--- src/rtl/stack_pkg.sv ---
// Shared encodings for the stack pointer unit: FSM states and grow-direction constants.
package stack_pkg;

  typedef enum logic {
    NORMAL = 1'b0,
    FAULT  = 1'b1
  } stack_state_e;

  localparam logic GROW_UP = 1'b0;
  localparam logic GROW_DN = 1'b1;

endpackage

--- src/rtl/stack_bound_check.sv ---
// Combinational bound checks for push, pop and load.
// Comparisons are carried out one bit wider than the pointer so they never wrap.
module stack_bound_check #(
  parameter int ADDR_WIDTH  = 20,
  parameter int STACK_DEPTH = 256,
  parameter int STEP_W      = 3
) (
  input  logic [ADDR_WIDTH-1:0] count,
  input  logic [STEP_W-1:0]     step,
  input  logic [ADDR_WIDTH-1:0] offset,
  output logic                  push_ok,
  output logic                  pop_ok,
  output logic                  load_ok
);

  localparam logic [ADDR_WIDTH:0] DEPTH_X = (ADDR_WIDTH+1)'(STACK_DEPTH);

  logic [ADDR_WIDTH:0] w_count_x;
  logic [ADDR_WIDTH:0] w_step_x;
  logic [ADDR_WIDTH:0] w_offset_x;
  logic [ADDR_WIDTH:0] w_sum_x;

  // Widen operands and evaluate every bound in parallel.
  always_comb begin
    w_count_x  = {1'b0, count};
    w_step_x   = (ADDR_WIDTH+1)'(step);
    w_offset_x = {1'b0, offset};
    w_sum_x    = w_count_x + w_step_x;
    push_ok    = (w_sum_x <= DEPTH_X);
    pop_ok     = (w_count_x >= w_step_x);
    load_ok    = (w_offset_x <= DEPTH_X);
  end

endmodule

--- src/rtl/stack_pointer_unit.sv ---
// Stack pointer with occupancy tracking, sticky overflow/underflow flags and
// a NORMAL/FAULT state machine. The pointer is derived from the occupancy.
module stack_pointer_unit
  import stack_pkg::*;
#(
  parameter int                    ADDR_WIDTH  = 20,
  parameter logic [ADDR_WIDTH-1:0] STACK_BASE  = 20'h00000,
  parameter int                    STACK_DEPTH = 256,
  parameter logic                  GROW_DOWN   = 1'b0,
  parameter int                    STEP_W      = 3
) (
  input  logic                  clk,
  input  logic                  reset,
  input  logic                  push,
  input  logic                  pop,
  input  logic [STEP_W-1:0]     step,
  input  logic                  load,
  input  logic [ADDR_WIDTH-1:0] load_addr,
  input  logic                  clear_fault,
  output logic [ADDR_WIDTH-1:0] addr_out,
  output logic [ADDR_WIDTH-1:0] count,
  output logic                  full,
  output logic                  empty,
  output logic                  overflow,
  output logic                  underflow,
  output logic                  fault
);

  stack_state_e          r_state;
  logic [ADDR_WIDTH-1:0] r_count;
  logic                  r_overflow;
  logic                  r_underflow;

  logic [STEP_W-1:0]     w_step_eff;
  logic [ADDR_WIDTH-1:0] w_step_x;
  logic [ADDR_WIDTH-1:0] w_offset;
  logic                  w_push_ok;
  logic                  w_pop_ok;
  logic                  w_load_ok;

  // A step of zero is treated as a single word; load offset is measured in the growth direction.
  always_comb begin
    w_step_eff = (step == '0) ? STEP_W'(1) : step;
    w_step_x   = ADDR_WIDTH'(w_step_eff);
    w_offset   = (GROW_DOWN == GROW_DN) ? (STACK_BASE - load_addr) : (load_addr - STACK_BASE);
  end

  stack_bound_check #(
    .ADDR_WIDTH  (ADDR_WIDTH),
    .STACK_DEPTH (STACK_DEPTH),
    .STEP_W      (STEP_W)
  ) u_bound (
    .count   (r_count),
    .step    (w_step_eff),
    .offset  (w_offset),
    .push_ok (w_push_ok),
    .pop_ok  (w_pop_ok),
    .load_ok (w_load_ok)
  );

  // Occupancy, sticky flags and fault state; load outranks push+pop, which outranks push, then pop.
  always_ff @(posedge clk or posedge reset) begin
    if (reset) begin
      r_state     <= NORMAL;
      r_count     <= '0;
      r_overflow  <= 1'b0;
      r_underflow <= 1'b0;
    end else begin
      case (r_state)
        NORMAL: begin
          if (clear_fault) begin
            r_overflow  <= 1'b0;
            r_underflow <= 1'b0;
          end
          if (load) begin
            if (w_load_ok) begin
              r_count <= w_offset;
            end else begin
              r_overflow <= 1'b1;
              r_state    <= FAULT;
            end
          end else if (push && pop) begin
            r_count <= r_count;
          end else if (push) begin
            if (w_push_ok) begin
              r_count <= r_count + w_step_x;
            end else begin
              r_overflow <= 1'b1;
              r_state    <= FAULT;
            end
          end else if (pop) begin
            if (w_pop_ok) begin
              r_count <= r_count - w_step_x;
            end else begin
              r_underflow <= 1'b1;
              r_state     <= FAULT;
            end
          end
        end
        FAULT: begin
          if (clear_fault) begin
            r_state     <= NORMAL;
            r_overflow  <= 1'b0;
            r_underflow <= 1'b0;
          end
        end
        default: r_state <= NORMAL;
      endcase
    end
  end

  // Pointer and status views derived from the registered occupancy.
  always_comb begin
    addr_out  = (GROW_DOWN == GROW_DN) ? (STACK_BASE - r_count) : (STACK_BASE + r_count);
    count     = r_count;
    full      = (r_count == ADDR_WIDTH'(STACK_DEPTH));
    empty     = (r_count == '0);
    overflow  = r_overflow;
    underflow = r_underflow;
    fault     = (r_state == FAULT);
  end

endmodule

--- config.mk ---
export PLATFORM = sky130hd
export DESIGN_NAME = stack_pointer_unit
export DESIGN_NICKNAME = d
export VERILOG_FILES = /design/src/rtl/stack_pkg.sv /design/src/rtl/stack_bound_check.sv /design/src/rtl/stack_pointer_unit.sv
export SDC_FILE = /design/constraint.sdc
export NUM_CORES = 1
export LEC_CHECK = 0
export BUFFER_PORTS_ARGS = -buffer_cell sky130_fd_sc_hd__buf_2
export CORE_UTILIZATION = 55
export CTS_CLUSTER_DIAMETER = 60
export CTS_CLUSTER_SIZE = 28
export DETAILED_ROUTE_END_ITERATION = 7
export PLACE_DENSITY = 0.82
export SYNTH_ARGS = -nofsm -noshare
export SYNTH_HDL_FRONTEND = slang
export SYNTH_HIERARCHICAL = 1
export SYNTH_SLANG_ARGS = --single-unit
--- constraint.sdc ---
create_clock -name clk -period 4.4 [get_ports clk]
set_clock_uncertainty 0.2 [all_clocks]
set_input_delay 0.22 -clock clk [delete_from_list [all_inputs] [get_ports clk]]
set_output_delay 0.22 -clock clk [all_outputs]
set_load 0.005 [all_outputs]
[Word level (Yosys, flattened, before mapping)]
Cells that the tools add are included.
Storage, ports and cells
  register bits after elaboration: 23
  output and inout bits: 45
  input port bits: 29
Operators by class
  mux-type cells: 31
  $lt $le $gt $ge: 3
  equal/unequal tests: 4
  bitwise gates (word level): 1
  add/sub/neg operators: 3
  reductions and logical operators: 6
Operator list (number)
  20-bit two-way mux: 7
  20-bit by 3-bit adder with 21-bit output: 1
  21-bit by 9-bit less-or-equal comparator with 1-bit output, second input constant: 1
  20-bit by 3-bit adder with 20-bit output: 1
  20-bit by 9-bit equality test with 1-bit output, second input constant: 1
  20-bit by 3-bit greater-or-equal comparator with 1-bit output: 1
  20-bit by 9-bit less-or-equal comparator with 1-bit output, second input constant: 1
  20-bit logical NOT: 1
  1-bit two-way mux: 20
  20-bit by 3-bit subtractor with 20-bit output: 1
  1-bit case mux with 2 select lines: 3
  6-bit AND reduction: 1
  3-bit nonzero test: 2
  3-bit logical NOT: 1
  3-bit two-way mux: 1
  3-bit by 1-bit inequality test with 1-bit output, second input constant: 1
  2-bit by 1-bit inequality test with 1-bit output, second input constant: 1
  2-bit inequality test, second input constant: 1
  1-bit logical AND: 1
  1-bit inverter: 1

[Logic depth before layout (Yosys ltp)]
Gate-level depths: netlist of run 1.
  depth in word-level cells: 9
  depth in mapped cells: 17

[Hierarchy]
The synthesis of run 1 kept the hierarchy.
By module, submodules not included
  stack_pointer_unit: area each 2397.3 µm², cells each 297, instances 1
  stack_bound_check: area each 603.1 µm², cells each 83, instances 1

[Worst setup path before layout of run 1]
No wires, ideal clock.
  kind: input -> register
  start point: input port step[1]
  end point: register r_count[19] (netlist: count[19])
  data arrival time: 3030 ps
  buffers on the path: 0
  setup time: 120 ps
  stages on the path: 16
  path slack: 1050 ps
  required time: 4080 ps
  path through: o21ai_0 ha_1 fa_1 nor2b_1 o211ai_2 nor4_1 xnor2_1 nand4_1 nor4_2 nand3b_1 o21ai_0 o21ai_2 nor3_1 o21a_1 mux2i_1 o211a_1
RTL lines
  from (decl): RTL line stack_pointer_unit.sv:16  | input logic [STEP_W-1:0] step,
  3-bit logical NOT: RTL line stack_pointer_unit.sv:43  | w_step_eff = (step == '0) ? STEP_W'(1) : step;
  3-bit two-way mux (*): RTL line stack_pointer_unit.sv:43
  20-bit by 3-bit adder with 21-bit output (*): RTL line stack_bound_check.sv:28  | w_sum_x = w_count_x + w_step_x;
  21-bit by 9-bit less-or-equal comparator with 1-bit output (*): RTL line stack_bound_check.sv:29  | push_ok = (w_sum_x <= DEPTH_X);
  named net w_push_ok: RTL line stack_pointer_unit.sv:37  | logic w_push_ok;
  3-bit by 1-bit inequality test with 1-bit output (no source line) (*)
  6-bit AND reduction (no source line) (*)
  to (signal assigned): RTL line stack_pointer_unit.sv:77  | r_count <= w_offset;
  to (signal assigned): RTL line stack_pointer_unit.sv:83  | r_count <= r_count;
  to (signal assigned): RTL line stack_pointer_unit.sv:86  | r_count <= r_count + w_step_x;
  to (decl): RTL line stack_pointer_unit.sv:30  | logic [ADDR_WIDTH-1:0] r_count;
Mark *: on every way through the listed nets, which the timed path passes. The rest lies on a longest branch. The select of a mux whose other input is x is not followed.
A chain may end at the register's enable or synchronous reset.

[Worst setup path in the final report of run 1]
  start point: register r_count[0] (netlist: count[0])
  end point: register r_count[12] (netlist: count[12])
RTL lines (RTL line)
  20-bit by 3-bit adder with 21-bit output: stack_bound_check.sv:28
  21-bit by 9-bit less-or-equal comparator with 1-bit output: stack_bound_check.sv:29
  named net w_push_ok: stack_pointer_unit.sv:37
  3-bit by 1-bit inequality test with 1-bit output (no source line)
  6-bit AND reduction (no source line)
The timed path passes the listed nets, and every way through them passes these cells. The select of a mux whose other input is x is not followed.

==> flow_summary.html, run 1 <==
<table>
<tr><th>Metric</th><th>Value</th></tr>
<tr><th colspan="2">Critical path</th></tr>
<tr><td>Cells on worst reg2reg path</td><td>15</td></tr>
<tr><td>Critical path endpoint category</td><td>flop</td></tr>
<tr><td>Setup crit start kind</td><td>flop</td></tr>
<tr><td>Classification of the worst setup path</td><td>flop to flop</td></tr>
<tr><td>Crit path max fanout</td><td>21</td></tr>
<tr><td>Worst flop-to-flop path endpoint</td><td>count[12]</td></tr>
<tr><td>Worst path required time</td><td>4.36 ns</td></tr>
<tr><td>Arrival time of the worst setup path</td><td>3.85 ns</td></tr>
<tr><td>Worst R2R Start</td><td>count[0]</td></tr>
<tr><td>Reg2reg setup slack</td><td>0.51 ns</td></tr>
<tr><th colspan="2">Hold path</th></tr>
<tr><td>Hold Path Class</td><td>input pin to flop</td></tr>
<tr><td>Hold Path Stages</td><td>3</td></tr>
<tr><td>Endpoint, Worst Hold</td><td>count[17]</td></tr>
<tr><td>Min-Delay Startpoint</td><td>load_addr[17]</td></tr>
<tr><th colspan="2">Global routing</th></tr>
<tr><td>Maximum number of pins on one net before global-route repair</td><td>36</td></tr>
<tr><td>Global-route wire length before repair</td><td>13.6 mm</td></tr>
<tr><td>Met3 usage</td><td>3.44%</td></tr>
<tr><td>Peak-usage layer in the global routing report</td><td>met2</td></tr>
<tr><td>Tot GR Track Use</td><td>31.5%</td></tr>
<tr><td>Antenna violations before repair</td><td>0</td></tr>
<tr><td>Global routing met1 resource utilization</td><td>41.3%</td></tr>
<tr><td>Number of global-route vias before repair</td><td>2840</td></tr>
<tr><td>Global route overflow</td><td>0</td></tr>
<tr><td>Global-route track usage on met2</td><td>51.8%</td></tr>
<tr><th colspan="2">Synth</th></tr>
<tr><td>Number of register bits inferred by synthesis</td><td>23</td></tr>
<tr><td>Prevailing post-synth register cell</td><td>sky130_fd_sc_hd__dfrtp_1</td></tr>
<tr><td>Count of synthesis-stage warnings from yosys</td><td>6</td></tr>
<tr><td>Number of flops mapped to enable cells by yosys</td><td>0</td></tr>
<tr><td>Sequential cell area fraction in the yosys report</td><td>19.2%</td></tr>
<tr><td>Most common cell in the synthesized netlist</td><td>sky130_fd_sc_hd__nand2_1</td></tr>
<tr><td>Asr flop ratio synth</td><td>100%</td></tr>
<tr><td>Mean cell area of the mapped netlist</td><td>7.90 µm²</td></tr>
<tr><td>Unique masters post-synth</td><td>64</td></tr>
<tr><td>Commonest cells in the synthesized netlist</td><td>sky130_fd_sc_hd__nand2_1 (33), sky130_fd_sc_hd__nor2_1 (27), sky130_fd_sc_hd__a21oi_1 (26), sky130_fd_sc_hd__ha_1 (26), sky130_fd_sc_hd__dfrtp_1 (23)</td></tr>
<tr><td>Gate count after technology mapping</td><td>380</td></tr>
<tr><td>Top cells by area in the synthesized netlist</td><td>sky130_fd_sc_hd__dfrtp_1 (19%), sky130_fd_sc_hd__ha_1 (11%), sky130_fd_sc_hd__buf_4 (5.0%)</td></tr>
<tr><td>Largest area contributor in the synthesized netlist</td><td>sky130_fd_sc_hd__dfrtp_1</td></tr>
<tr><td>Post-synth design cell area</td><td>0.00300 mm²</td></tr>
<tr><td>Yosys top cell area share</td><td>19.2%</td></tr>
<tr><td>Nets in the synthesized netlist</td><td>437</td></tr>
<tr><th colspan="2">Die</th></tr>
<tr><td>Die extent in y</td><td>75.9 µm</td></tr>
<tr><td>Floorplan Core Area</td><td>0.00517 mm²</td></tr>
<tr><td>Starting density of the core</td><td>58.0%</td></tr>
<tr><td>Number of standard-cell rows in the floorplan</td><td>26</td></tr>
<tr><td>Ports placed on the boundary</td><td>74</td></tr>
<tr><td>Die Span X</td><td>75.9 µm</td></tr>
<tr><td>Area of the die</td><td>0.00575 mm²</td></tr>
<tr><th colspan="2">Routing</th></tr>
<tr><td>Detail Route Antenna Nets</td><td>0</td></tr>
<tr><td>Average wire per standard cell</td><td>17.1 µm</td></tr>
<tr><td>Number of violations reported at the end of detailed-routing iteration 0</td><td>273</td></tr>
<tr><td>Detailed-route via count</td><td>3166</td></tr>
<tr><td>Iteration count of the initial detailed-routing pass</td><td>5</td></tr>
<tr><td>Post-detailed-route via-to-cell ratio</td><td>6.34</td></tr>
<tr><td>Overall routed net length</td><td>8.55 mm</td></tr>
<tr><td>Drc violations</td><td>0</td></tr>
<tr><th colspan="2">Clock network</th></tr>
<tr><td>Clk slew on worst S/H paths</td><td>0.09 ns</td></tr>
<tr><td>Number of buffers inserted during clock tree synthesis</td><td>3</td></tr>
<tr><td>Post-CTS Setup Repair Bufs</td><td>0</td></tr>
<tr><td>Source-to-sink clock delay at the later pin of the worst-skew pair</td><td>0.28 ns</td></tr>
<tr><td>Clock sink count</td><td>23</td></tr>
<tr><td>Number of H-tree levels</td><td>1</td></tr>
<tr><td>Clock tree root buffer cell</td><td>sky130_fd_sc_hd__clkbuf_8</td></tr>
<tr><td>CTS tree</td><td>done</td></tr>
<tr><td>PostCTS Resize Cnt</td><td>0</td></tr>
<tr><td>Bufs on Longest Clock Path</td><td>2</td></tr>
<tr><th colspan="2">Finish</th></tr>
<tr><td>Fraction of the core area covered by cells at the end of the flow</td><td>64.8%</td></tr>
<tr><td>Storage cell area</td><td>576 µm²</td></tr>
<tr><td>Combined area of the multi-input logic cells</td><td>0.00217 mm²</td></tr>
<tr><td>Filler Cell Count</td><td>461</td></tr>
<tr><td>Number of cells in the finished layout apart from fillers</td><td>499</td></tr>
<tr><td>Synthesis-to-layout area growth</td><td>11.7%</td></tr>
<tr><td>Share of layout cells above drive strength 1</td><td>23.8%</td></tr>
<tr><td>Inserted Diodes</td><td>0</td></tr>
<tr><td>Post-layout nets</td><td>487</td></tr>
<tr><th colspan="2">Power and ir drop</th></tr>
<tr><td>Standby leakage power</td><td>0.00159 µW</td></tr>
<tr><td>Pwr per Cell Area</td><td>567 mW/mm²</td></tr>
<tr><td>Peak supply drop</td><td>0.264 mV</td></tr>
<tr><th colspan="2">Run</th></tr>
<tr><td># Max-Cap Violations</td><td>0</td></tr>
<tr><th colspan="2">STA</th></tr>
<tr><td>Setup Viol. Count Final</td><td>0</td></tr>
<tr><td>Min Tclk post-route</td><td>3.89 ns</td></tr>
<tr><td>Worst slew slack as a fraction of its limit</td><td>38.1%</td></tr>
<tr><td>Fin. Hold Viols</td><td>0</td></tr>
<tr><td>Number of slew-limit violations in the final report</td><td>0</td></tr>
<tr><td>FMAX</td><td>257 MHz</td></tr>
<tr><td>Setup TNS</td><td>0 ns</td></tr>
<tr><td>Unrepaired setup endpoints after global routing</td><td>false</td></tr>
<tr><td>Final worst-path cycle share</td><td>88.5%</td></tr>
<tr><td>Slew at the pin with the worst max-slew slack</td><td>0.928 ns</td></tr>
<tr><th colspan="2">Placed design</th></tr>
<tr><td>Sum of net half-perimeters after detailed placement</td><td>6.58 mm</td></tr>
<tr><td>Gpl congestion</td><td>0.958</td></tr>
<tr><td>Total placed cells including tap cells</td><td>491</td></tr>
<tr><td>Buffers added on ports</td><td>73</td></tr>
<tr><th colspan="2">Status</th></tr>
<tr><td>Status</td><td>finished, final reports clean</td></tr>
</table>
==> cell type report <==
type | instances | area share, %
inverters | 14 | 1.57
repair buffers | 79 | 12.5
multi-input cells | 309 | 64.7
clock inverters | 1 | 0.224
flip-flops and latches | 23 | 17.2
clock buffers | 3 | 1.23
well taps | 70 | 2.61
==> kinds of logic after synthesis <==
| group | after synthesis | share of synthesized area (%) |
|---|---|---|
| AOI/OAI and AO/OA | 110 | 26.1 |
| muxes | 13 | 4.42 |
| adders and majority gates | 28 | 12.2 |
| xor gates and xnor gates | 16 | 4.67 |
| and+or+nand+nor | 142 | 24.8 |
| buffers and inverters | 48 | 8.59 |
| DFF | 23 | 19.2 |
==> state kept, by name, indices dropped and copies added, names as in the netlist <==
register,count
count,20
fault,1
overflow,1
underflow,1
==> worst max path at each step <==
stage	cells past startpoint	slack, ns	startpoint	end
6_report	15	0.51	count[0]	count[12]
5_1_grt	15	0.15	count[0]	count[12]
4_1_cts	15	0.57	count[0]	count[12]
3_5_place_dp	17	0.37	step[1]	count[19]
3_3_place_gp	17	0.57	step[1]	count[19]
2_1_floorplan	16	1.05	step[1]	count[19]
==> where the power goes <==
group	switching [µW]	leakage, µW	internal, µW
clock network	79.9	0.0000217	64.6
registers	241	0.000280	287
logic	659	0.00129	567
==> stage by stage <==
step | setup slack [ns] | cell area (µm²) | hold slack (ns) | total power [µW]
after detailed placement | 0.370 | 3260 | 0.235 | 1730
after global placement | 0.566 | 3260 | 0.232 | 1690
final | 0.508 | 3350 | 0.0322 | 1900
after CTS | 0.571 | 3350 | 0.0303 | 1880
after global routing | 0.150 | 3350 | 0.0536 | 2070
after floorplan | 1.05 | 3000 | 0.0219 | 1430
==> critical path: stages (launching register included) <==
cell	delay [ns]
sky130_fd_sc_hd__dfrtp_1	0.46
sky130_fd_sc_hd__ha_1	0.24
sky130_fd_sc_hd__fa_1	0.40
sky130_fd_sc_hd__nor2b_1	0.17
sky130_fd_sc_hd__o211ai_2	0.30
sky130_fd_sc_hd__a21oi_1	0.08
sky130_fd_sc_hd__and3_1	0.20
sky130_fd_sc_hd__a21oi_1	0.14
sky130_fd_sc_hd__nor4_2	0.08
sky130_fd_sc_hd__nand3b_1	0.09
sky130_fd_sc_hd__o21ai_0	0.14
sky130_fd_sc_hd__o21ai_2	0.56
sky130_fd_sc_hd__buf_4	0.35
sky130_fd_sc_hd__nor3_1	0.08
sky130_fd_sc_hd__mux2i_1	0.17
sky130_fd_sc_hd__nand3_1	0.10
==> layout by cell type (no fill, tap or decap), types with 12 or more instances in the layout <==
cell                      instances
sky130_fd_sc_hd__inv_1           14
sky130_fd_sc_hd__nand2_1         33
sky130_fd_sc_hd__nor4_1          13
sky130_fd_sc_hd__o21ai_0         21
sky130_fd_sc_hd__ha_1            26
sky130_fd_sc_hd__nor2_1          27
sky130_fd_sc_hd__nor3_1          12
sky130_fd_sc_hd__buf_2           73
sky130_fd_sc_hd__nand3_1         20
sky130_fd_sc_hd__a21oi_1         26
sky130_fd_sc_hd__dfrtp_1         23
==> timing repair <==
item                                    CTS  global route
hold buffers                              4             0
endpoints found under the hold margin    27             0
endpoints found under the setup margin    0             0
==> layer usage <==
metal  wire (µm)  share of wire (%)
met1        3560                 42
met2        4120                 48
met3         581                6.8
met4         294                3.4
met5           0                  0
Note: power is estimated with default switching activity, not from simulation.
==> run 2: changes to the inputs <==
--- a/config.mk
+++ b/config.mk
@@ -6,12 +6,11 @@
 export NUM_CORES = 1
 export LEC_CHECK = 0
 export BUFFER_PORTS_ARGS = -buffer_cell sky130_fd_sc_hd__buf_2
-export CORE_UTILIZATION = 55
+export CORE_UTILIZATION = 54
 export CTS_CLUSTER_DIAMETER = 60
 export CTS_CLUSTER_SIZE = 28
 export DETAILED_ROUTE_END_ITERATION = 7
 export PLACE_DENSITY = 0.82
 export SYNTH_ARGS = -nofsm -noshare
 export SYNTH_HDL_FRONTEND = slang
-export SYNTH_HIERARCHICAL = 1
 export SYNTH_SLANG_ARGS = --single-unit
==> run 2 against run 1 <==
  * Setup slack better by 0.20 ns
  * Count of clock-buffer cells in the layout grew 1
  * Critical path depth is 5 lower
  * Critical path type unchanged
  * Critical endpoint is now count[15]
  * Highest routed layer unchanged
==> flow_summary.html, run 2 <==
<table>
<tr><th>Metric</th><th>Value</th></tr>
<tr><th colspan="2">Synth</th></tr>
<tr><td>Nets in the synthesized netlist</td><td>393 (was 437)</td></tr>
<tr><td>Yosys top cell area share</td><td>21.1% (was 19.2%)</td></tr>
<tr><td>Sequential cell area fraction in the yosys report</td><td>21.1% (was 19.2%)</td></tr>
<tr><td>Count of synthesis-stage warnings from yosys</td><td>0 (was 6)</td></tr>
<tr><td>Largest area contributor in the synthesized netlist</td><td>sky130_fd_sc_hd__dfrtp_1 (unchanged)</td></tr>
<tr><td>Top cells by area in the synthesized netlist</td><td>sky130_fd_sc_hd__dfrtp_1 (21%), sky130_fd_sc_hd__buf_4 (5.5%), sky130_fd_sc_hd__o21ai_0 (4.2%) (was sky130_fd_sc_hd__dfrtp_1 (19%), sky130_fd_sc_hd__ha_1 (11%), sky130_fd_sc_hd__buf_4 (5.0%))</td></tr>
<tr><td>Commonest cells in the synthesized netlist</td><td>sky130_fd_sc_hd__nor2_1 (25), sky130_fd_sc_hd__nand2_1 (24), sky130_fd_sc_hd__dfrtp_1 (23), sky130_fd_sc_hd__o21ai_0 (23), sky130_fd_sc_hd__a21oi_1 (21) (was sky130_fd_sc_hd__nand2_1 (33), sky130_fd_sc_hd__nor2_1 (27), sky130_fd_sc_hd__a21oi_1 (26), sky130_fd_sc_hd__ha_1 (26), sky130_fd_sc_hd__dfrtp_1 (23))</td></tr>
<tr><td>Number of flops mapped to enable cells by yosys</td><td>0 (unchanged)</td></tr>
<tr><td>Asr flop ratio synth</td><td>100% (unchanged)</td></tr>
<tr><td>Number of register bits inferred by synthesis</td><td>23 (unchanged)</td></tr>
<tr><td>Mean cell area of the mapped netlist</td><td>7.65 µm² (was 7.90 µm²)</td></tr>
<tr><td>Gate count after technology mapping</td><td>356 (was 380)</td></tr>
<tr><td>Post-synth design cell area</td><td>0.00272 mm² (was 0.00300 mm²)</td></tr>
<tr><td>Most common cell in the synthesized netlist</td><td>sky130_fd_sc_hd__nor2_1 (was sky130_fd_sc_hd__nand2_1)</td></tr>
<tr><td>Prevailing post-synth register cell</td><td>sky130_fd_sc_hd__dfrtp_1 (unchanged)</td></tr>
<tr><td>Unique masters post-synth</td><td>63 (was 64)</td></tr>
<tr><th colspan="2">Clock network</th></tr>
<tr><td>Bufs on Longest Clock Path</td><td>2 (unchanged)</td></tr>
<tr><td>Clock sink count</td><td>23 (unchanged)</td></tr>
<tr><td>Hold buffer count at cts</td><td>2 (was 4)</td></tr>
<tr><td>Number of buffers inserted during clock tree synthesis</td><td>3 (unchanged)</td></tr>
<tr><td>Post-CTS Setup Repair Bufs</td><td>0 (unchanged)</td></tr>
<tr><td>Clock tree root buffer cell</td><td>sky130_fd_sc_hd__clkbuf_8 (unchanged)</td></tr>
<tr><td>PostCTS Resize Cnt</td><td>0 (unchanged)</td></tr>
<tr><td>Clk slew on worst S/H paths</td><td>0.09 ns (about the same)</td></tr>
<tr><td>Source-to-sink clock delay at the later pin of the worst-skew pair</td><td>0.27 ns (was 0.28 ns)</td></tr>
<tr><td>Number of H-tree levels</td><td>1 (unchanged)</td></tr>
<tr><td>CTS tree</td><td>done (unchanged)</td></tr>
<tr><th colspan="2">Routing</th></tr>
<tr><td>Number of violations reported at the end of detailed-routing iteration 0</td><td>393 (was 273)</td></tr>
<tr><td>Average wire per standard cell</td><td>17.5 µm (was 17.1 µm)</td></tr>
<tr><td>Drc violations</td><td>0 (unchanged)</td></tr>
<tr><td>Detail Route Antenna Nets</td><td>0 (unchanged)</td></tr>
<tr><td>Overall routed net length</td><td>8.01 mm (was 8.55 mm)</td></tr>
<tr><td>Detailed-routing wirelength on met1</td><td>3.48 mm (was 3.56 mm)</td></tr>
<tr><td>Post-detailed-route via-to-cell ratio</td><td>6.47 (was 6.34)</td></tr>
<tr><td>Highest routed layer</td><td>met4 (unchanged)</td></tr>
<tr><td>WL met2</td><td>3.59 mm (was 4.12 mm)</td></tr>
<tr><td>Iteration count of the initial detailed-routing pass</td><td>6 (was 5)</td></tr>
<tr><td>Detailed-routed wire length on met3</td><td>803 µm (was 581 µm)</td></tr>
<tr><td>Detailed-route via count</td><td>2963 (was 3166)</td></tr>
<tr><th colspan="2">Critical path</th></tr>
<tr><td>Worst path required time</td><td>4.36 ns (about the same)</td></tr>
<tr><td>Reg2reg setup slack</td><td>0.71 ns (was 0.51 ns)</td></tr>
<tr><td>Arrival time of the worst setup path</td><td>3.65 ns (was 3.85 ns)</td></tr>
<tr><td>Crit path max fanout</td><td>13 (was 21)</td></tr>
<tr><td>Slowest cell on crit path</td><td>sky130_fd_sc_hd__or4_1 (was sky130_fd_sc_hd__o21ai_2)</td></tr>
<tr><td>Worst R2R Start</td><td>count[4] (was count[0])</td></tr>
<tr><td>Max stage delay on crit path</td><td>0.73 ns (was 0.56 ns)</td></tr>
<tr><td>Worst path cell trace</td><td>or4_1, nor4b_4, and2b_1, and3_4, nor3b_2, buf_4, nor2_4, a21oi_4, buf_4, a211o_1 (was ha_1, fa_1, nor2b_1, o211ai_2, a21oi_1, and3_1, a21oi_1, nor4_2, nand3b_1, o21ai_0, o21ai_2, buf_4, nor3_1, mux2i_1, nand3_1)</td></tr>
<tr><td>Classification of the worst setup path</td><td>flop to flop (unchanged)</td></tr>
<tr><td>Cells on worst reg2reg path</td><td>10 (was 15)</td></tr>
<tr><td>Setup crit start kind</td><td>flop (unchanged)</td></tr>
<tr><td>Worst flop-to-flop path endpoint</td><td>count[15] (was count[12])</td></tr>
<tr><td>Crit-path most repeated cell</td><td>sky130_fd_sc_hd__buf_4 (was sky130_fd_sc_hd__a21oi_1)</td></tr>
<tr><td>Critical path endpoint category</td><td>flop (unchanged)</td></tr>
<tr><th colspan="2">Power and ir drop</th></tr>
<tr><td>Standby leakage power</td><td>0.00125 µW (was 0.00159 µW)</td></tr>
<tr><td>Pwr per Cell Area</td><td>424 mW/mm² (was 567 mW/mm²)</td></tr>
<tr><td>Peak supply drop</td><td>0.301 mV (was 0.264 mV)</td></tr>
<tr><td>Total power of the final layout</td><td>1270 µW (was 1900 µW)</td></tr>
<tr><th colspan="2">Hold path</th></tr>
<tr><td>Hold Path Stages</td><td>3 (unchanged)</td></tr>
<tr><td>Min-Delay Startpoint</td><td>pop (was load_addr[17])</td></tr>
<tr><td>Hold Path Class</td><td>input pin to flop (unchanged)</td></tr>
<tr><td>Endpoint, Worst Hold</td><td>underflow (was count[17])</td></tr>
<tr><th colspan="2">Die</th></tr>
<tr><td>Area of the die</td><td>0.00533 mm² (was 0.00575 mm²)</td></tr>
<tr><td>Die extent in y</td><td>73.0 µm (was 75.9 µm)</td></tr>
<tr><td>Floorplan Core Area</td><td>0.00479 mm² (was 0.00517 mm²)</td></tr>
<tr><td>Ports placed on the boundary</td><td>74 (unchanged)</td></tr>
<tr><td>Number of standard-cell rows in the floorplan</td><td>25 (was 26)</td></tr>
<tr><td>Starting density of the core</td><td>56.9% (was 58.0%)</td></tr>
<tr><td>Die Span X</td><td>73.0 µm (was 75.9 µm)</td></tr>
<tr><th colspan="2">Placed design</th></tr>
<tr><td>Gpl congestion</td><td>0.958 (about the same)</td></tr>
<tr><td>Cell area after placement</td><td>0.00292 mm² (was 0.00326 mm²)</td></tr>
<tr><td>Buffers added on ports</td><td>73 (unchanged)</td></tr>
<tr><td>Sum of net half-perimeters after detailed placement</td><td>5.87 mm (was 6.58 mm)</td></tr>
<tr><td>Total placed cells including tap cells</td><td>452 (was 491)</td></tr>
<tr><th colspan="2">STA</th></tr>
<tr><td>Worst slew slack as a fraction of its limit</td><td>37.4% (was 38.1%)</td></tr>
<tr><td>Slew at the pin with the worst max-slew slack</td><td>0.938 ns (was 0.928 ns)</td></tr>
<tr><td>Unrepaired setup endpoints after global routing</td><td>false (unchanged)</td></tr>
<tr><td>Setup Viol. Count Final</td><td>0 (unchanged)</td></tr>
<tr><td>Setup TNS</td><td>0 ns (unchanged)</td></tr>
<tr><td>Number of slew-limit violations in the final report</td><td>0 (unchanged)</td></tr>
<tr><td>Min Tclk post-route</td><td>3.69 ns (was 3.89 ns)</td></tr>
<tr><td>FMAX</td><td>271 MHz (was 257 MHz)</td></tr>
<tr><td>Fin. Hold Viols</td><td>0 (unchanged)</td></tr>
<tr><td>Final worst-path cycle share</td><td>83.9% (was 88.5%)</td></tr>
<tr><th colspan="2">Global routing</th></tr>
<tr><td>Tot GR Track Use</td><td>30.1% (was 31.5%)</td></tr>
<tr><td>Global-route wire length before repair</td><td>12.5 mm (was 13.6 mm)</td></tr>
<tr><td>Global route overflow</td><td>0 (unchanged)</td></tr>
<tr><td>Number of global-route vias before repair</td><td>2487 (was 2840)</td></tr>
<tr><td>Antenna violations before repair</td><td>0 (unchanged)</td></tr>
<tr><td>Maximum number of pins on one net before global-route repair</td><td>52 (was 36)</td></tr>
<tr><th colspan="2">Run</th></tr>
<tr><td># Max-Cap Violations</td><td>0 (unchanged)</td></tr>
<tr><th colspan="2">Finish</th></tr>
<tr><td>Post-route cell area</td><td>0.00298 mm² (was 0.00335 mm²)</td></tr>
<tr><td>Synthesis-to-layout area growth</td><td>9.46% (was 11.7%)</td></tr>
<tr><td>Inserted Diodes</td><td>0 (unchanged)</td></tr>
<tr><td>Share of layout cells above drive strength 1</td><td>24.6% (was 23.8%)</td></tr>
<tr><td>Number of cells in the finished layout apart from fillers</td><td>458 (was 499)</td></tr>
<tr><td>Filler Cell Count</td><td>438 (was 461)</td></tr>
<tr><td>Storage cell area</td><td>576 µm² (unchanged)</td></tr>
<tr><td>Largest register FFs</td><td>20 (unchanged)</td></tr>
<tr><td>Post-layout nets</td><td>429 (was 487)</td></tr>
<tr><td>Combined area of the multi-input logic cells</td><td>0.00178 mm² (was 0.00217 mm²)</td></tr>
<tr><td>Most common cell after layout, fill and taps aside</td><td>sky130_fd_sc_hd__buf_2 (unchanged)</td></tr>
<tr><td>Highest-count cells in the layout ignoring fill and taps</td><td>sky130_fd_sc_hd__buf_2 (73), sky130_fd_sc_hd__nor2_1 (25), sky130_fd_sc_hd__nand2_1 (24) (was sky130_fd_sc_hd__buf_2 (73), sky130_fd_sc_hd__nand2_1 (33), sky130_fd_sc_hd__nor2_1 (27))</td></tr>
<tr><th colspan="2">Status</th></tr>
<tr><td>Status</td><td>finished, final reports clean (unchanged)</td></tr>
</table>
[run 2: changes by cell type in the layout (fill, tap and decap cells not counted), sizes merged, moves of 7 or more]
cell / before / now
ha: 26 / 6
a22o: 0 / 10
nand2: 33 / 24
o2bb2ai: 0 / 8
a21o: 8 / 1
mux2i: 11 / 4
nand3: 20 / 13
nor2b: 2 / 9
[run 2: cells by family (layout without fill, tap and decap cells)]
group	count (synthesis)	count (layout)	share of synthesized area [%]
compound gates	114	114	29.1
fa+ha+maj	8	8	4.23
buf+inv	70	105	13.7
simple gates	128	128	27.2
xor+xnor	7	7	2.25
mux	6	6	2.43
flops	23	23	21.1
[run 2: per-stage QoR]
stage | worst slack (ns) | utilization [%] | hold WS [ns]
CTS | 0.776 | 62.3 | 0.0530
detailed placement | 0.672 | 60.9 | 0.244
global route | 0.519 | 62.3 | 0.0619
finish | 0.709 | 62.3 | 0.0622
global placement | 0.775 | 60.9 | 0.244
floorplan | 0.957 | - | 0.0219
[run 2: report_power, final]
part,internal [µW],total (µW),switching [µW]
sequential,272,447,176
combinational,307,679,373
clock,64.8,138,73.6
total,643,1270,622
[run 2: worst max-delay path by stage]
| stage | to | slack, ns | startpoint | cells past startpoint |
|---|---|---|---|---|
| 2_1_floorplan | count[2] | 0.96 | count[0] | 12 |
| 3_3_place_gp | count[11] | 0.77 | step[1] | 14 |
| 3_5_place_dp | count[11] | 0.67 | step[1] | 14 |
| 4_1_cts | count[15] | 0.78 | count[4] | 10 |
| 5_1_grt | count[18] | 0.52 | count[0] | 12 |
| 6_report | count[15] | 0.71 | count[4] | 10 |
[run 2: final cells by class]
class	count	area share (%)
tap	67	2.81
clock buffer	4	1.51
sequential	23	19.3
timing repair buffer	80	14.2
inverter	21	2.64
multi-input combinational	263	59.5
[run 2: metal layers]
layer | vias up | GRT usage (%)
met1 | 1377 | 44.2
li1 | 1360 | -
met3 | 23 | 2.90
met2 | 203 | 46.6
met4 | 0 | 8.93
met5 | - | 0
[run 2: critical path, delay by kind of cell (launching register included)]
family | cells | cell delay [ns]
simple gates | 6 | 2.02
buf+inv | 2 | 0.42
compound gates | 2 | 0.42
flops | 1 | 0.52
==> run 3: changes to the inputs <==
==> constraint.sdc (replaced) <==
create_clock -name clk -period 3.86 [get_ports clk]
set_clock_uncertainty 0.2 [all_clocks]
set_input_delay 0.193 -clock clk [delete_from_list [all_inputs] [get_ports clk]]
set_output_delay 0.193 -clock clk [all_outputs]
set_load 0.005 [all_outputs]
==> run 3 against run 2 <==
  * Register-to-register slack worse by 0.44 ns
  * Sequential share of layout area shrank 0.39 points
  * Sequential power shrank 1%
  * First-iteration DRC count up 12%
  * Largest cell class unchanged
  * Cell count increased by 1.7%
  * Critical path type unchanged
  * Wire length increased by 5.7%
  * Total power is 19% higher
  * Die area did not move
  * Core utilization is 1.3 points higher
  * Highest routed layer unchanged
  * Clock power grew 20%
  * Critical endpoint is now count[6]
==> flow_summary.html, run 3 (synthesis gave the netlist of run 2 again) <==
<table>
<tr><th>Metric</th><th>Value</th></tr>
<tr><th colspan="2">Clock network</th></tr>
<tr><td>Number of H-tree levels</td><td>1 (unchanged)</td></tr>
<tr><td>Source-to-sink clock delay at the later pin of the worst-skew pair</td><td>0.27 ns (about the same)</td></tr>
<tr><td>Clock sink count</td><td>23 (unchanged)</td></tr>
<tr><td>PostCTS Resize Cnt</td><td>0 (unchanged)</td></tr>
<tr><td>CTS tree</td><td>done (unchanged)</td></tr>
<tr><td>Clock tree root buffer cell</td><td>sky130_fd_sc_hd__clkbuf_8 (unchanged)</td></tr>
<tr><td>Bufs on Longest Clock Path</td><td>2 (unchanged)</td></tr>
<tr><td>Clk slew on worst S/H paths</td><td>0.10 ns (was 0.09 ns)</td></tr>
<tr><td>Number of buffers inserted during clock tree synthesis</td><td>3 (unchanged)</td></tr>
<tr><th colspan="2">STA</th></tr>
<tr><td>Setup TNS</td><td>0 ns (unchanged)</td></tr>
<tr><td>Fin. Hold Viols</td><td>0 (unchanged)</td></tr>
<tr><td>Unrepaired setup endpoints after global routing</td><td>false (unchanged)</td></tr>
<tr><td>Final worst-path cycle share</td><td>93.1% (was 83.9%)</td></tr>
<tr><td>Setup Viol. Count Final</td><td>0 (unchanged)</td></tr>
<tr><td>Number of slew-limit violations in the final report</td><td>0 (unchanged)</td></tr>
<tr><td>Worst slew slack as a fraction of its limit</td><td>33.9% (was 37.4%)</td></tr>
<tr><td>FMAX</td><td>278 MHz (was 271 MHz)</td></tr>
<tr><td>Min Tclk post-route</td><td>3.59 ns (was 3.69 ns)</td></tr>
<tr><td>Slew at the pin with the worst max-slew slack</td><td>0.991 ns (was 0.938 ns)</td></tr>
<tr><th colspan="2">Finish</th></tr>
<tr><td>Post-layout nets</td><td>437 (was 429)</td></tr>
<tr><td>Synthesis-to-layout area growth</td><td>11.7% (was 9.46%)</td></tr>
<tr><td>Inserted Diodes</td><td>0 (unchanged)</td></tr>
<tr><td>Filler Cell Count</td><td>444 (was 438)</td></tr>
<tr><td>Post-route cell area</td><td>0.00304 mm² (was 0.00298 mm²)</td></tr>
<tr><td>Highest-count cells in the layout ignoring fill and taps</td><td>sky130_fd_sc_hd__buf_2 (73), sky130_fd_sc_hd__nor2_1 (25), sky130_fd_sc_hd__nand2_1 (24) (unchanged)</td></tr>
<tr><td>Fraction of the core area covered by cells at the end of the flow</td><td>63.6% (was 62.3%)</td></tr>
<tr><td>Share of layout cells above drive strength 1</td><td>26.3% (was 24.6%)</td></tr>
<tr><td>Most common cell after layout, fill and taps aside</td><td>sky130_fd_sc_hd__buf_2 (unchanged)</td></tr>
<tr><td>Largest register FFs</td><td>20 (unchanged)</td></tr>
<tr><th colspan="2">Die</th></tr>
<tr><td>Floorplan Core Area</td><td>0.00479 mm² (unchanged)</td></tr>
<tr><td>Ports placed on the boundary</td><td>74 (unchanged)</td></tr>
<tr><td>Die extent in y</td><td>73.0 µm (unchanged)</td></tr>
<tr><td>Number of standard-cell rows in the floorplan</td><td>25 (unchanged)</td></tr>
<tr><td>Area of the die</td><td>0.00533 mm² (unchanged)</td></tr>
<tr><td>Starting density of the core</td><td>56.9% (unchanged)</td></tr>
<tr><td>Die Span X</td><td>73.0 µm (unchanged)</td></tr>
<tr><th colspan="2">Placed design</th></tr>
<tr><td>Cell area after placement</td><td>0.00298 mm² (was 0.00292 mm²)</td></tr>
<tr><td>Buffers added on ports</td><td>73 (unchanged)</td></tr>
<tr><td>Gpl congestion</td><td>0.930 (was 0.958)</td></tr>
<tr><td>Sum of net half-perimeters after detailed placement</td><td>6.22 mm (was 5.87 mm)</td></tr>
<tr><th colspan="2">Critical path</th></tr>
<tr><td>Worst R2R Start</td><td>count[2] (was count[4])</td></tr>
<tr><td>Capturing element of the worst setup path</td><td>count[6] (was count[15])</td></tr>
<tr><td>Cells on worst reg2reg path</td><td>10 (unchanged)</td></tr>
<tr><td>Reg2reg setup slack</td><td>0.27 ns (was 0.71 ns)</td></tr>
<tr><td>Critical path endpoint category</td><td>flop (unchanged)</td></tr>
<tr><td>Crit path max fanout</td><td>8 (was 13)</td></tr>
<tr><td>Classification of the worst setup path</td><td>flop to flop (unchanged)</td></tr>
<tr><td>Setup crit start kind</td><td>flop (unchanged)</td></tr>
<tr><td>Worst flop-to-flop path endpoint</td><td>count[6] (was count[15])</td></tr>
<tr><td>Worst path required time</td><td>3.86 ns (was 4.36 ns)</td></tr>
<tr><td>Arrival time of the worst setup path</td><td>3.60 ns (was 3.65 ns)</td></tr>
<tr><td>Origin of the worst setup path</td><td>count[2] (was count[4])</td></tr>
<tr><th colspan="2">Routing</th></tr>
<tr><td>Overall routed net length</td><td>8.47 mm (was 8.01 mm)</td></tr>
<tr><td>Iteration count of the initial detailed-routing pass</td><td>5 (was 6)</td></tr>
<tr><td>Detail Route Antenna Nets</td><td>0 (unchanged)</td></tr>
<tr><td>Average wire per standard cell</td><td>18.2 µm (was 17.5 µm)</td></tr>
<tr><td>Drc violations</td><td>0 (unchanged)</td></tr>
<tr><td>Detailed-route via count</td><td>3045 (was 2963)</td></tr>
<tr><td>Post-detailed-route via-to-cell ratio</td><td>6.53 (was 6.47)</td></tr>
<tr><td>Number of violations reported at the end of detailed-routing iteration 0</td><td>440 (was 393)</td></tr>
<tr><th colspan="2">Power and ir drop</th></tr>
<tr><td>Peak supply drop</td><td>0.404 mV (was 0.301 mV)</td></tr>
<tr><td>Standby leakage power</td><td>0.00129 µW (was 0.00125 µW)</td></tr>
<tr><td>Pwr per Cell Area</td><td>494 mW/mm² (was 424 mW/mm²)</td></tr>
<tr><th colspan="2">Global routing</th></tr>
<tr><td>Global-route wire length before repair</td><td>13.1 mm (was 12.5 mm)</td></tr>
<tr><td>Antenna violations before repair</td><td>0 (unchanged)</td></tr>
<tr><td>Tot GR Track Use</td><td>32.1% (was 30.1%)</td></tr>
<tr><td>Global routing met1 resource utilization</td><td>43.3% (was 44.2%)</td></tr>
<tr><td>Peak-usage layer in the global routing report</td><td>met2 (unchanged)</td></tr>
<tr><td>Met3 usage</td><td>7.87% (was 2.90%)</td></tr>
<tr><td>Maximum number of pins on one net before global-route repair</td><td>52 (unchanged)</td></tr>
<tr><td>Global route overflow</td><td>0 (unchanged)</td></tr>
<tr><td>Number of global-route vias before repair</td><td>2658 (was 2487)</td></tr>
<tr><td>Global-route track usage on met2</td><td>50.4% (was 46.6%)</td></tr>
<tr><th colspan="2">Status</th></tr>
<tr><td>Status</td><td>finished, final reports clean (unchanged)</td></tr>
<tr><th colspan="2">Hold path</th></tr>
<tr><td>Hold Path Class</td><td>input pin to flop (unchanged)</td></tr>
<tr><th colspan="2">Run</th></tr>
<tr><td># Max-Cap Violations</td><td>0 (unchanged)</td></tr>
</table>
==> run 3: cell count changes in the layout (fill, tap and decap cells not counted), sizes merged <==
cell    previous run  this run
buf               78        86
clkbuf             4         3
clkinv             1         2
==> run 3: per-layer routing <==
| metal | share of wire, % | vias to the layer above |
|---|---|---|
| met1 | 40 | 1397 |
| met5 | 0 | - |
| met4 | 2.4 | 0 |
| li1 | - | 1382 |
| met2 | 45 | 239 |
| met3 | 12 | 27 |
==> run 3: timing repair <==
| item | 4_1_cts | 5_1_grt |
|---|---|---|
| buffers inserted | 0 | 0 |
| hold buffers | 2 | 0 |
| endpoints found under the hold margin | 26 | 0 |
==> run 3: worst min path at each step <==
stage	startpoint	endpoint	cells after the start
3_5_place_dp	clear_fault	underflow	2
5_1_grt	pop	underflow	3
4_1_cts	pop	underflow	3
6_report	pop	underflow	3
2_1_floorplan	reset	count[0]	1
3_3_place_gp	clear_fault	underflow	2
==> run 3: cell type report <==
type / instances / area (µm²) / area share (%)
clock buffer: 3 / 41.3 / 1.36
timing repair buffer: 88 / 483 / 15.9
clock inverter: 1 / 5.00 / 0.164
multi-input combinational: 263 / 1780 / 58.3
sequential: 23 / 576 / 18.9
tap: 67 / 83.8 / 2.75
inverter: 21 / 78.8 / 2.59
==> run 3: critical path: stages, from the launching register on <==
cell and delay [ns]:
sky130_fd_sc_hd__dfrtp_1 0.46, sky130_fd_sc_hd__ha_1 0.42, sky130_fd_sc_hd__nor2b_1 0.21, sky130_fd_sc_hd__a211oi_2 0.61, sky130_fd_sc_hd__xnor2_1 0.21, sky130_fd_sc_hd__nand4_1 0.13
sky130_fd_sc_hd__o31ai_1 0.39, sky130_fd_sc_hd__nand4_2 0.24, sky130_fd_sc_hd__a21oi_4 0.28, sky130_fd_sc_hd__buf_4 0.23, sky130_fd_sc_hd__o2bb2ai_1 0.14
==> run 3: per-stage QoR <==
| step | cells | setup WS, ns | power, µW | hold WS [ns] |
|---|---|---|---|---|
| after floorplan | 356 | 0.417 | 1100 | -0.00508 |
| after global placement | 460 | 0.352 | 1300 | 0.213 |
| after detailed placement | 460 | 0.277 | 1320 | 0.212 |
| after CTS | 466 | 0.328 | 1490 | 0.00637 |
| after global routing | 466 | 0.0809 | 1610 | 0.0446 |
| final | 466 | 0.265 | 1500 | 0.0148 |
==> run 3: report_power, final <==
group | internal (µW) | leakage (µW) | switching (µW)
logic | 384 | 0.00100 | 510
clock network | 72.5 | 0.0000255 | 93.4
registers | 311 | 0.000264 | 132
total | 767 | 0.00129 | 735
